<file path="config.mk">
export PLATFORM = sky130hd
export DESIGN_NAME = ps2_host_tx_flat
export DESIGN_NICKNAME = d
export VERILOG_FILES = /design/src/rtl/ps2_host_tx_if.sv /design/src/rtl/ps2_host_tx.sv /design/src/flat_wrapper.sv
export SDC_FILE = /design/constraint.sdc
export NUM_CORES = 1
export LEC_CHECK = 0
export ABC_AREA = 1
export CAP_MARGIN = 20
export CORE_UTILIZATION = 57
export DETAILED_ROUTE_END_ITERATION = 10
export DONT_BUFFER_PORTS = 1
export GPL_TIMING_DRIVEN = 0
export HOLD_SLACK_MARGIN = 0.1
export PLACE_DENSITY = 0.72
export SYNTH_ARGS = -nofsm -noshare
export SYNTH_HDL_FRONTEND = slang
export SYNTH_SLANG_ARGS = --single-unit
</file>
<file path="constraint.sdc">
create_clock -name clk -period 1.7 [get_ports clk]
set_input_delay 0.085 -clock clk [delete_from_list [all_inputs] [get_ports clk]]
set_output_delay 0.085 -clock clk [all_outputs]
set_load 0.01 [all_outputs]
</file>
<file path="src/rtl/ps2_host_tx_if.sv">
// Transmit-side handshake bundle for ps2_host_tx: byte request in, ready/done/err status out.
interface ps2_host_tx_if;
    logic [7:0] tx_data;
    logic       tx_valid;
    logic       tx_ready;
    logic       done;
    logic       err;

    modport master (output tx_data, output tx_valid, input tx_ready, input done, input err);
    modport slave  (input tx_data, input tx_valid, output tx_ready, output done, output err);
endinterface

</file>
<file path="src/rtl/ps2_host_tx.sv">
// Host-to-device PS/2 transmitter: inhibit, request-to-send, 11 device-clocked bits and ACK.
// Optional macro PS2_TX_ACK_CHECK_EN turns a missing device ACK into an err pulse.
module ps2_host_tx #(
    parameter int INHIBIT_CYCLES = 12000,
    parameter int TIMEOUT_CYCLES = 2000000
) (
    input  logic         clk,
    input  logic         rst,
    ps2_host_tx_if.slave tx,
    input  logic         ps2_clk_in,
    input  logic         ps2_data_in,
    output logic         ps2_clk_oe,
    output logic         ps2_data_oe
);
    localparam int INH_W = $clog2(INHIBIT_CYCLES);
    localparam int TMO_W = $clog2(TIMEOUT_CYCLES);
    localparam logic [INH_W-1:0] INH_LAST = INH_W'(INHIBIT_CYCLES - 1);
    localparam logic [TMO_W-1:0] TMO_LAST = TMO_W'(TIMEOUT_CYCLES - 1);

    typedef enum logic [2:0] {
        S_IDLE,
        S_INHIBIT,
        S_REQ,
        S_XFER,
        S_ACK,
        S_WAIT_IDLE
    } state_t;

    state_t             state_q, state_d;
    logic [7:0]         shreg_q, shreg_d;
    logic               par_q, par_d;
    logic [3:0]         bit_cnt_q, bit_cnt_d;
    logic [INH_W-1:0]   inh_cnt_q, inh_cnt_d;
    logic [TMO_W-1:0]   tmo_cnt_q, tmo_cnt_d;
    logic               clk_oe_q, clk_oe_d;
    logic               data_oe_q, data_oe_d;
    logic               done_q, done_d;
    logic               err_q, err_d;
    logic [1:0]         clk_sync_q, clk_sync_d;
    logic [1:0]         data_sync_q, data_sync_d;
    logic               clk_prev_q, clk_prev_d;

    logic clk_s;
    logic data_s;
    logic fe;
    logic tmo_hit;

    // Pads idle high, so synchronizers reset to 1 to avoid a phantom edge after reset.
    always_ff @(posedge clk) begin
        if (rst) begin
            state_q     <= S_IDLE;
            shreg_q     <= '0;
            par_q       <= 1'b0;
            bit_cnt_q   <= '0;
            inh_cnt_q   <= '0;
            tmo_cnt_q   <= '0;
            clk_oe_q    <= 1'b0;
            data_oe_q   <= 1'b0;
            done_q      <= 1'b0;
            err_q       <= 1'b0;
            clk_sync_q  <= 2'b11;
            data_sync_q <= 2'b11;
            clk_prev_q  <= 1'b1;
        end else begin
            state_q     <= state_d;
            shreg_q     <= shreg_d;
            par_q       <= par_d;
            bit_cnt_q   <= bit_cnt_d;
            inh_cnt_q   <= inh_cnt_d;
            tmo_cnt_q   <= tmo_cnt_d;
            clk_oe_q    <= clk_oe_d;
            data_oe_q   <= data_oe_d;
            done_q      <= done_d;
            err_q       <= err_d;
            clk_sync_q  <= clk_sync_d;
            data_sync_q <= data_sync_d;
            clk_prev_q  <= clk_prev_d;
        end
    end

    assign clk_s   = clk_sync_q[1];
    assign data_s  = data_sync_q[1];
    assign fe      = clk_prev_q & ~clk_s;
    assign tmo_hit = (tmo_cnt_q == TMO_LAST);

    always_comb begin
        state_d     = state_q;
        shreg_d     = shreg_q;
        par_d       = par_q;
        bit_cnt_d   = bit_cnt_q;
        inh_cnt_d   = inh_cnt_q;
        tmo_cnt_d   = tmo_cnt_q;
        clk_oe_d    = clk_oe_q;
        data_oe_d   = data_oe_q;
        done_d      = 1'b0;
        err_d       = 1'b0;
        clk_sync_d  = {clk_sync_q[0], ps2_clk_in};
        data_sync_d = {data_sync_q[0], ps2_data_in};
        clk_prev_d  = clk_s;

        if (state_q == S_XFER || state_q == S_ACK || state_q == S_WAIT_IDLE) begin
            tmo_cnt_d = fe ? '0 : tmo_cnt_q + TMO_W'(1);
        end

        case (state_q)
            S_IDLE: begin
                if (tx.tx_valid) begin
                    shreg_d   = tx.tx_data;
                    par_d     = ~^tx.tx_data;
                    bit_cnt_d = '0;
                    inh_cnt_d = '0;
                    clk_oe_d  = 1'b1;
                    data_oe_d = 1'b0;
                    state_d   = S_INHIBIT;
                end
            end
            S_INHIBIT: begin
                if (inh_cnt_q == INH_LAST) begin
                    data_oe_d = 1'b1;
                    state_d   = S_REQ;
                end else begin
                    inh_cnt_d = inh_cnt_q + INH_W'(1);
                end
            end
            S_REQ: begin
                clk_oe_d  = 1'b0;
                tmo_cnt_d = '0;
                state_d   = S_XFER;
            end
            // Start bit stays driven until the first device falling edge.
            S_XFER: begin
                if (fe) begin
                    bit_cnt_d = bit_cnt_q + 4'd1;
                    if (bit_cnt_q < 4'd8) begin
                        data_oe_d = ~shreg_q[0];
                        shreg_d   = {1'b0, shreg_q[7:1]};
                    end else if (bit_cnt_q == 4'd8) begin
                        data_oe_d = ~par_q;
                    end else begin
                        data_oe_d = 1'b0;
                        state_d   = S_ACK;
                    end
                end else if (tmo_hit) begin
                    data_oe_d = 1'b0;
                    err_d     = 1'b1;
                    state_d   = S_IDLE;
                end
            end
            S_ACK: begin
                if (fe) begin
`ifdef PS2_TX_ACK_CHECK_EN
                    if (data_s) begin
                        err_d   = 1'b1;
                        state_d = S_IDLE;
                    end else begin
                        state_d = S_WAIT_IDLE;
                    end
`else
                    state_d = S_WAIT_IDLE;
`endif
                end else if (tmo_hit) begin
                    data_oe_d = 1'b0;
                    err_d     = 1'b1;
                    state_d   = S_IDLE;
                end
            end
            S_WAIT_IDLE: begin
                if (clk_s && data_s) begin
                    done_d  = 1'b1;
                    state_d = S_IDLE;
                end else if (tmo_hit) begin
                    data_oe_d = 1'b0;
                    err_d     = 1'b1;
                    state_d   = S_IDLE;
                end
            end
            default: begin
                clk_oe_d  = 1'b0;
                data_oe_d = 1'b0;
                state_d   = S_IDLE;
            end
        endcase
    end

    assign tx.tx_ready = (state_q == S_IDLE);
    assign tx.done     = done_q;
    assign tx.err      = err_q;
    assign ps2_clk_oe  = clk_oe_q;
    assign ps2_data_oe = data_oe_q;

endmodule

</file>
<file path="src/flat_wrapper.sv">
// flat-port wrapper written by rule: the top's interface ports become plain ports
module ps2_host_tx_flat 
#(
    parameter int INHIBIT_CYCLES = 12000,
    parameter int TIMEOUT_CYCLES = 2000000
)
  (clk, rst, ps2_clk_in, ps2_data_in, ps2_clk_oe, ps2_data_oe, tx_tx_data, tx_tx_valid, tx_tx_ready, tx_done, tx_err);
  ps2_host_tx_if tx_i ();
  input  logic clk;
  input  logic rst;
  input  logic ps2_clk_in;
  input  logic ps2_data_in;
  output logic ps2_clk_oe;
  output logic ps2_data_oe;
  input wire logic [$bits(tx_i.tx_data)-1:0] tx_tx_data;
  input wire logic [$bits(tx_i.tx_valid)-1:0] tx_tx_valid;
  output wire logic [$bits(tx_i.tx_ready)-1:0] tx_tx_ready;
  output wire logic [$bits(tx_i.done)-1:0] tx_done;
  output wire logic [$bits(tx_i.err)-1:0] tx_err;
  assign tx_i.tx_data = tx_tx_data;
  assign tx_i.tx_valid = tx_tx_valid;
  assign tx_tx_ready = tx_i.tx_ready;
  assign tx_done = tx_i.done;
  assign tx_err = tx_i.err;
  ps2_host_tx #(.INHIBIT_CYCLES(INHIBIT_CYCLES), .TIMEOUT_CYCLES(TIMEOUT_CYCLES)) u_core (.clk(clk), .rst(rst), .tx(tx_i), .ps2_clk_in(ps2_clk_in), .ps2_data_in(ps2_data_in), .ps2_clk_oe(ps2_clk_oe), .ps2_data_oe(ps2_data_oe));
endmodule
</file>
* Word-level counts from Yosys, hierarchy flattened
Cells that the tools add are included.
** Storage, ports and cells
- Output and inout bits :: 5
- Flip-flop bits (word level) :: 60
- Word-level logic and storage cells :: 95
- Input bits :: 13
** Cells by class
- $add $sub $neg :: 3
- Eq/ne operators :: 17
- Mux-type cells :: 36
- Reduce and logical (&&, ||, !) cells :: 18
- $lt $le $gt $ge :: 1
- Bitwise gates (word level) :: 7
** Operators with widths (number)
- 2-to-1 mux 14 bit :: 2
- one-hot mux 14 bit (2 select lines) :: 1
- 2-to-1 mux 3 bit :: 8
- 2-to-1 mux 8 bit :: 3
- adder 21 x 1 -> 21 bit, second input constant :: 1
- == test 21 bit, second input constant :: 1
- 2-to-1 mux 21 bit :: 1
- one-hot mux 3 bit (6 select lines) :: 1
- one-hot mux 8 bit (2 select lines) :: 1
- adder 14 x 1 -> 14 bit, second input constant :: 1
- == test 14 bit, second input constant :: 1
- 2-to-1 mux 1 bit :: 13
- inequality test 2 bit, second input constant :: 5
- 2-to-1 mux 4 bit :: 2
- one-hot mux 4 bit (2 select lines) :: 1
- AND reduction 4 bit :: 2
- XNOR reduction 8 bit :: 1
- == test 3 x 2 -> 1 bit, second input constant :: 2
- == test 3 bit, second input constant :: 2
- inequality test 3 bit, second input constant :: 2
- NOT 1 bit :: 6
- one-hot mux 1 bit (6 select lines) :: 1
- AND reduction 3 bit :: 2
- OR reduction 2 bit :: 3
- 14 further kinds :: 19

* Logic depth before layout (Yosys ltp)
Gate-level depths: netlist of the first run.
- Word-level depth :: 5
- Depth in mapped cells :: 11
- Depth with buffers taken out :: 11

* Worst setup path after synthesis of the first run
Ideal clock, no wire load.
- Kind :: register to register
- Start :: register u_core.inh_cnt_q[0]
- End :: register u_core.inh_cnt_q[9]
- Library setup time :: 0.115 ns
- Path buffers :: 1
- Arrival :: 1.364 ns
- Clock period less this slack :: 1.479 ns
- Setup slack :: 0.221 ns
- Required time :: 1.585 ns
- Stages on the path, launching flop included :: 10
- Cells stage by stage :: dfxtp_1 -> ha_1 -> nand2_1 -> nor2_1 -> nand3_1 -> nand2_1 -> nand2_2 -> buf_4 -> a21oi_1 -> nor2_1
** On the way
- Word-level cells in the longest chain between the ends :: 3
- Elaborated cells on any way between the ends :: 6
- Those cells by class :: add/sub: 1; eq/ne: 2; mux: 2; reduce/logical: 1
** RTL lines
- from (decl) :: line ps2_host_tx.sv:33 : logic [INH_W-1:0] inh_cnt_q, inh_cnt_d;
- from (signal assigned) :: line ps2_host_tx.sv:69 : inh_cnt_q <= inh_cnt_d;
- adder 14 x 1 -> 14 bit or == test 14 bit (tied branches) :: line ps2_host_tx.sv:122, ps2_host_tx.sv:118
- 2-to-1 mux 14 bit or inequality test 2 bit (tied branches)
- one-hot mux 14 bit (2 select lines) or AND reduction 3 bit (tied branches)
Parallel ways exist; a longest one is shown, timed or not. The select of a mux whose other input is x is not followed.
A chain may end at the register's enable or synchronous reset.

* Worst setup path in the final report of the first run
- Start :: register u_core.state_q[2]
- End :: register u_core.shreg_q[5]
** On the way
- Word-level cells in the longest chain between the ends :: 3
- Elaborated cells on any way between the ends :: 8
- Those cells by class :: eq/ne: 4; mux: 1; reduce/logical: 3
** RTL lines
- from (decl) :: line ps2_host_tx.sv:29 : state_t state_q, state_d;
- from (signal assigned) :: line ps2_host_tx.sv:65 : state_q <= state_d;
- == test 3 x 2 -> 1 bit or zero test 3 bit (tied branches) :: line ps2_host_tx.sv:105 : case (state_q)
- inequality test 2 bit (no source line), or another cell as far along
- AND reduction 4 bit (no source line)
- to (signal assigned) :: line ps2_host_tx.sv:66 : shreg_q <= shreg_d;
- to (decl) :: line ps2_host_tx.sv:30 : logic [7:0] shreg_q, shreg_d;
Parallel ways exist; a longest one is shown, timed or not.

==> metrics.md, run 1 <==
| Metric | Value |
|---|---|
| Status | `completed` |
| Final Wtd Congestion | `0.875` |
| Final wirelength | `7780 um` |
| Share of layout cells above drive strength 1 | `0.143` |
| Post-synth EDFFs | `0` |
| CTS H-tree lvls | `3` |
| WP data required | `1.93 ns` |
| Final ANT Viol Nets | `0` |
| Crit share post-route | `0.956` |
| Layout Skew | `about 0.0066 ns` |
| Largest net degree at the start of global routing | `11` |
| Primary FF master, synth | `dfxtp_1` |
| Area leader, netlist | `dfxtp_1` |
| ANT cells | `0` |
| Min-Delay Path Class | `input port to flip-flop` |
| Clk Latency, worst-skew pair | `0.34 ns` |
| Max IR drop VDD | `0.000700 V` |
| DRT Pass-1 Iters | `6` |
| Post-Syn Area per Cell | `between 6 and 7 um2` |
| Core Region | `5510 um2` |
| Worst Setup Start Kind | `flip-flop` |
| DRC | `0` |
| Finished Layout Cells | `602` |
| Cells after DPL | `568` |
| Yosys top cell area share | `0.369` |
| Clock slew at reported path FFs | `0.07 ns` |
| Worst Setup SP | `u_core.state_q[2]` |
| Critical path fanouts, max | `10` |
| Std cell rows | `27` |
| Synth cell types | `35` |
| Most frequent cells in the layout | `nand2_1 (127), nor2_1 (57), dfxtp_1 (56), inv_1 (52), a21oi_1 (37)` |
| Chip width | `77.6 um` |
| Arr. time, crit path | `1.85 ns` |
| Initial DRC count | `231` |
| Final min period | `1.63 ns` |
| Pwr/cell area | `~1100 nW/um2` |
| Die height | `77.6 um` |
| Worst Setup Path Type | `flip-flop to flip-flop` |
| CTS root buf | `clkbuf_8` |
| Fmax achieved | `~600 MHz` |
| Port-buffer cells | `0` |
| IO Count | `18` |
| Worst-Margin Slew | `between 0.5 and 0.6 ns` |
| Top cells by area, synth | `dfxtp_1 (37%), nand2_1 (15%), nor2_1 (7.0%)` |
| Area Overhead vs Synth | `19.0%` |
| Commonest non-fill, non-tap cell in the layout | `nand2_1` |
| Antenna violations before repair | `0` |
| Post-synthesis sequential area ratio | `0.369` |
| Final nets | `~540` |
| Total Routing Usage GR | `0.281` |
| Max Transition Viols Final | `0` |
| Post-Syn Instances | `496` |
| Vias/cell | `roughly 5.4` |
| HPWL Detailed | `5420 um` |
| Cell Area, Synth | `3260 um2` |
| Syn. warnings | `0` |
| Hold Path Origin | `tx_tx_valid` |
| Max-cap check violation count | `0` |
| Global route total overflow | `0` |
| LEAKAGE | `roughly 0.0015 uW` |
| Via Count | `3241` |
| Largest stage delay, worst path | `0.36 ns` |
| Ys async rst share | `0` |
| CP max stage cell | `dfxtp_2` |
| #FFs+latches synth | `60` |
| Final setup margin | `0.0747 ns` |
| Final setup viols | `0` |
| Clk sinks | `60` |
| Final Hold Viols | `0` |
| Crit. End Element | `flip-flop` |
| Net Count, Synth | `about 500` |
| Vias in the first global route | `3135` |
| Reg2reg start | `u_core.state_q[2]` |
| Starting Density | `0.591` |
| CTS tree | `done` |
| Placement Setup Slack | `-0.0732 ns` |
| First-pass GRT wire length | `13400 um` |
| Routed WL per cell | `12.9 um` |
| Slew margin rel. | `0.641` |
| Crit path cell chain | `inv_2 > nand3_1 > clkbuf_4 > o21ai_0 > nand3_2 > buf_6 > o21ai_1 > a21oi_1` |
| CTS buffer count | `9` |
| Die Area | `6020 um2` |
| Clock buffer depth | `2` |
==> registers in the layout, indices dropped and copies added, names as in the netlist, 2 cells and up <==
register,cells
u_core.shreg_q,8
u_core.state_q,3
u_core.bit_cnt_q,4
u_core.tmo_cnt_q,21
u_core.data_sync_q,2
u_core.inh_cnt_q,14
u_core.clk_sync_q,2
==> critical path, delay by kind of cell, from the launching register on <==
family	cells	cell delay (ns)
compound gates	3	0.32
buf+inv	3	0.53
flops	1	0.36
simple gates	2	0.30
==> cell type report <==
| class | count | area (um2) |
|---|---|---|
| buffer | 12 | 98.8 |
| clock buffer | 12 | 155 |
| clock inverter | 4 | 95.1 |
| fill | 460 | 1630 |
| inverter | 58 | 218 |
| multi-input combinational | 366 | 1850 |
| sequential | 60 | 1210 |
| tap | 72 | 90.1 |
| timing repair buffer | 18 | 165 |
==> Yosys cell counts, types with 5 or more instances <==
library cell,number
o21ai_0,26
nand3_1,33
o21ai_1,7
nor2_1,61
inv_1,54
a21oi_1,38
nand2_1,133
nor2_2,5
xnor2_1,6
dfxtp_1,60
nor3_1,11
or2_2,5
nand4_1,12
==> worst paths after layout <==
kind	slack, ns	endpoint	cells after the start
setup reg to reg	0.07	u_core.shreg_q[5]	8
hold reg to reg	0.42	u_core.clk_sync_q[1]	1
hold / removal	0.11	u_core.ps2_clk_oe	5
setup / recovery	0.07	u_core.shreg_q[5]	8
==> routing by layer <==
| metal | global-route usage | vias to the layer above | wire length (um) |
|---|---|---|---|
| met5 | 0 | - | 0 |
| met4 | 0.113 | 0 | 91 |
| met3 | 0.0529 | 9 | 363 |
| met2 | 0.474 | 88 | 3580 |
| met1 | 0.350 | 1484 | 3750 |
| li1 | - | 1660 | - |
==> metrics by stage <==
step	power, uW	hold WS [ns]	instance area [um2]	utilization	setup TNS, ns
2_1_floorplan	2170	0.189	3260	-	0
3_3_place_gp	2330	0.192	3350	0.608	-0.292
3_5_place_dp	2340	0.192	3350	0.608	-0.638
4_1_cts	4000	0.102	3760	0.682	0
5_1_grt	4290	0.179	3870	0.703	-0.00974
6_report	4100	0.108	3870	0.703	0
==> power by group <==
part           leakage, uW  total [uW]  internal [uW]  switching [uW]
Clock             0.000127        1620           1050             566
Sequential        0.000490        1560           1510            50.8
Combinational     0.000903         918            338             581
Total              0.00152        4100           2900            1200
==> cells by family after synthesis <==
kind of cell    count (synthesis)  synth area share
simple gates                  268             0.354
xor+xnor                        9            0.0242
buf+inv                        70            0.0880
fa+ha+maj                       4            0.0154
flops                          60             0.369
compound gates                 85             0.150
==> what timing repair did <==
item / in CTS / in global routing
setup endpoints to repair: 25 / 40
hold buffers: 12 / 0
resized for setup: 9 / 36
buffers inserted: 2 / 4
pin swaps: 1 / 4
endpoints found under the hold margin: 13 / 0
cloned: 0 / 0
Note: power is estimated with default switching activity, not from simulation.
==> run 2, diff against run 1 <==
ABC_AREA = 0   (was 1)
CORE_UTILIZATION = 35   (was 57)
PLACE_DENSITY = default   (was 0.72)
==> run 2 against run 1 <==
The run now ends with setup timing left. Maximum frequency decreased by 9.8%. Global-route usage down 11 points. Hold slack improved by 0.091 ns. Sequential power decreased by 3%. Wire length down 8.1%. Cell area grew 4.0%. Register-to-register slack got worse by 0.18 ns. Combinational power is 27% lower. Critical path depth down 2. Setup slack lost 0.18 ns. Clock power decreased by 11%. Critical path type unchanged. Critical endpoint is now u_core.inh_cnt_q[4]. Largest power group is now registers.
==> metrics.md, run 2 <==
| Metric | Value |
|---|---|
| Clock power share | `0.398` |
| Most common cell in the netlist | `dfxtp_1` |
| Post-Syn Area per Cell | `8.44 um2` |
| #FFs+latches synth | `60` |
| Die height | `94.4 um` |
| Most frequent cells in the layout | `nor2_1 (47), dfxtp_1 (45), nand2_1 (40), buf_4 (27), xor2_1 (19)` |
| Clock buffer depth | `2` |
| Fmax achieved | `555 MHz` |
| Final wirelength | `7150 um` |
| Top delay family on crit path | `simple AND/OR/NAND/NOR gates` |
| Antenna violations before repair | `0` |
| Max Transition Viols Final | `0` |
| Std cell rows | `33` |
| Commonest non-fill, non-tap cell in the layout | `nor2_1` |
| Chip width | `94.4 um` |
| Design area | `~4000 um2` |
| Internal power | `2650 uW` |
| CTS H-tree lvls | `3` |
| Status | `finished, violations left` |
| Cell depth of the worst flop-to-flop path | `6` |
| Die Area | `8910 um2` |
| Ys async rst share | `0` |
| Biggest register | `u_core.tmo_cnt_q` |
| Net Count, Synth | `371` |
| Top layer in use | `met4` |
| HPWL Detailed | `between 4000 and 5000 um` |
| CP max stage cell | `or4_4` |
| LEAKAGE | `0.00141 uW` |
| Arr. time, crit path | `2.04 ns` |
| FILL cells | `808` |
| Core Region | `8220 um2` |
| Clk Latency, worst-skew pair | `0.35 ns` |
| Logic pwr share | `0.184` |
| Violated checks | `setup timing` |
| WHS Path Cells | `3` |
| Met1 wire length | `3330 um` |
| Worst Setup Start Kind | `flip-flop` |
| Max-cap check violation count | `0` |
| Sequential cell area | `1230 um2` |
| Area leader, netlist | `dfxtp_1` |
| Sw frac | `0.271` |
| Syn. warnings | `0` |
| Via Count | `between 2000 and 3000` |
| Post-synthesis sequential area ratio | `0.402` |
| Crit. End Element | `flip-flop` |
| Synth cell types | `58` |
| Final nets | `424` |
| Met3 routed WL | `299 um` |
| Final ANT Viol Nets | `0` |
| Vias/cell | `between 5 and 6` |
| Primary FF master, synth | `dfxtp_1` |
| Global route total overflow | `0` |
| Final Wtd Congestion | `0.776` |
| Post-synth EDFFs | `0` |
| Final Hold Viols | `0` |
| Slew margin rel. | `0.384` |
| Clock slew at reported path FFs | `0.07 ns` |
| Worst-Margin Slew | `0.916 ns` |
| Critical path fanouts, max | `5` |
| CTS root buf | `clkbuf_8` |
| Pwr/cell area | `between 900 and 1000 nW/um2` |
| Critical path depth | `6` |
| Final min period | `1.80 ns` |
| Layout Skew | `0.00972 ns` |
| Crit share post-route | `1.06` |
| Port-buffer cells | `0` |
| Cells after DPL | `~460` |
| Worst Setup Path Type | `flip-flop to flip-flop` |
| RSZ-0062 raised after global routing | `true` |
| Clk sinks | `60` |
| Detailed-routed wire length on met2 | `3410 um` |
| Yosys top cell area share | `0.402` |
| DRC | `0` |
| Crit path buf inv count | `1` |
| Top cells by area, synth | `dfxtp_1 (40%), nor2_1 (6.3%), xor2_1 (5.6%)` |
| First-pass GRT wire length | `11800 um` |
| ANT cells | `0` |
| DRT Pass-1 Iters | `4` |
| Net switching power | `983 uW` |
| WP data required | `about 1.9 ns` |
| IO Count | `18` |
| CTS tree | `done` |
| Initial DRC count | `approximately 170` |
| Max IR drop VDD | `0.000477 V` |
| Seq pwr share | `0.418` |
| Routed WL per cell | `between 10 and 15 um` |
| Setup TNS | `-1.01 ns` |
| Placement Setup Slack | `-0.256 ns` |
| Multi-input gate area | `between 1500 and 2000 um2` |
| Largest register FFs | `21` |
| Finished Layout Cells | `517` |
| Finished Core Util | `0.490` |
| Starting Density | `0.363` |
| Share of layout cells above drive strength 1 | `0.303` |
| Largest stage delay, worst path | `a little under 0.6 ns` |
| Cell Area, Synth | `approximately 3000 um2` |
| Vias in the first global route | `2568` |
| Area Overhead vs Synth | `34.9%` |
| Final setup viols | `20` |
| Final setup margin | `-0.103 ns` |
| Post-Syn Instances | `354` |
| Biggest regs | `u_core.tmo_cnt_q x21, u_core.inh_cnt_q x14, u_core.shreg_q x8` |
| Min-Delay Path Class | `input port to flip-flop` |
| Total Routing Usage GR | `0.173` |
| Largest net degree at the start of global routing | `11` |
| Crit path cell chain | `or2_1 > or4_4 > a21oi_4 > buf_4 > or3_1 > a21oi_1` |
| CTS buffer count | `9` |
| Cell area after placement | `3170 um2` |
| Top cells by instance count after synthesis | `dfxtp_1 (60), nor2_1 (50), nand2_1 (42)` |
## run 2: routing by layer
layer	vias to the layer above	track usage
met5	-	0
met4	0	0.0667
met3	12	0.0499
met2	51	0.275
met1	1244	0.219
li1	1353	-
## run 2: worst reg2reg max path, delay by kind of cell, from the launching register on
kind | cells | cell delay (ns)
AO/OA/AOI/OAI | 2 | 0.28
flip-flops | 1 | 0.32
buffers and inverters | 1 | 0.17
AND/OR/NAND/NOR | 3 | 0.93
## run 2: final timing paths
check	start	end	slack [ns]
max	u_core.inh_cnt_q[8]	u_core.inh_cnt_q[4]	-0.10
min	tx_tx_valid	u_core.par_q	0.20
max reg2reg	u_core.inh_cnt_q[8]	u_core.inh_cnt_q[4]	-0.10
min reg2reg	u_core.clk_sync_q[0]	u_core.clk_sync_q[1]	0.41
## run 2: area by class of cell
| class | instances | area share |
|---|---|---|
| tap | 105 | 0.0326 |
| buffer | 13 | 0.0270 |
| clock inverter | 4 | 0.0180 |
| timing repair buffer | 44 | 0.100 |
| multi-input combinational | 268 | 0.469 |
| clock buffer | 12 | 0.0360 |
| inverter | 11 | 0.0112 |
| sequential | 60 | 0.306 |
## run 2: kinds of logic (layout without fill, tap and decap cells)
family / count (synthesis) / in the layout / share of synthesized area
XOR/XNOR: 34 / 34 / 0.0997
flip-flops: 60 / 60 / 0.402
AO/OA/AOI/OAI: 61 / 61 / 0.158
adder cells (fa/ha/maj): 4 / 4 / 0.0168
buffers and inverters: 26 / 84 / 0.0373
AND/OR/NAND/NOR: 168 / 168 / 0.283
multiplexers: 1 / 1 / 0.00335
## run 2: power groups by stage
stage          clock network (uW)  registers (uW)  logic [uW]
5_1_grt                      1550            1530         724
4_1_cts                      1480            1520         613
6_report                     1440            1520         670
3_5_place_dp                    0            1550         439
3_3_place_gp                    0            1550         434
2_1_floorplan                   0            1540         350
## run 2: what timing repair did
item	CTS	global route
gates cloned	0	1
pin swaps	14	26
gates resized for setup	36	42
setup endpoints to repair	51	49
hold buffers	12	0
setup buffers	19	12
hold endpoints to repair	15	0
## run 2: per-stage QoR
| stage | hold slack (ns) | power, uW |
|---|---|---|
| 2_1_floorplan | 0.189 | 1890 |
| 3_3_place_gp | 0.190 | 1980 |
| 3_5_place_dp | 0.192 | 1990 |
| 4_1_cts | 0.184 | 3610 |
| 5_1_grt | 0.219 | 3800 |
| 6_report | 0.199 | 3630 |
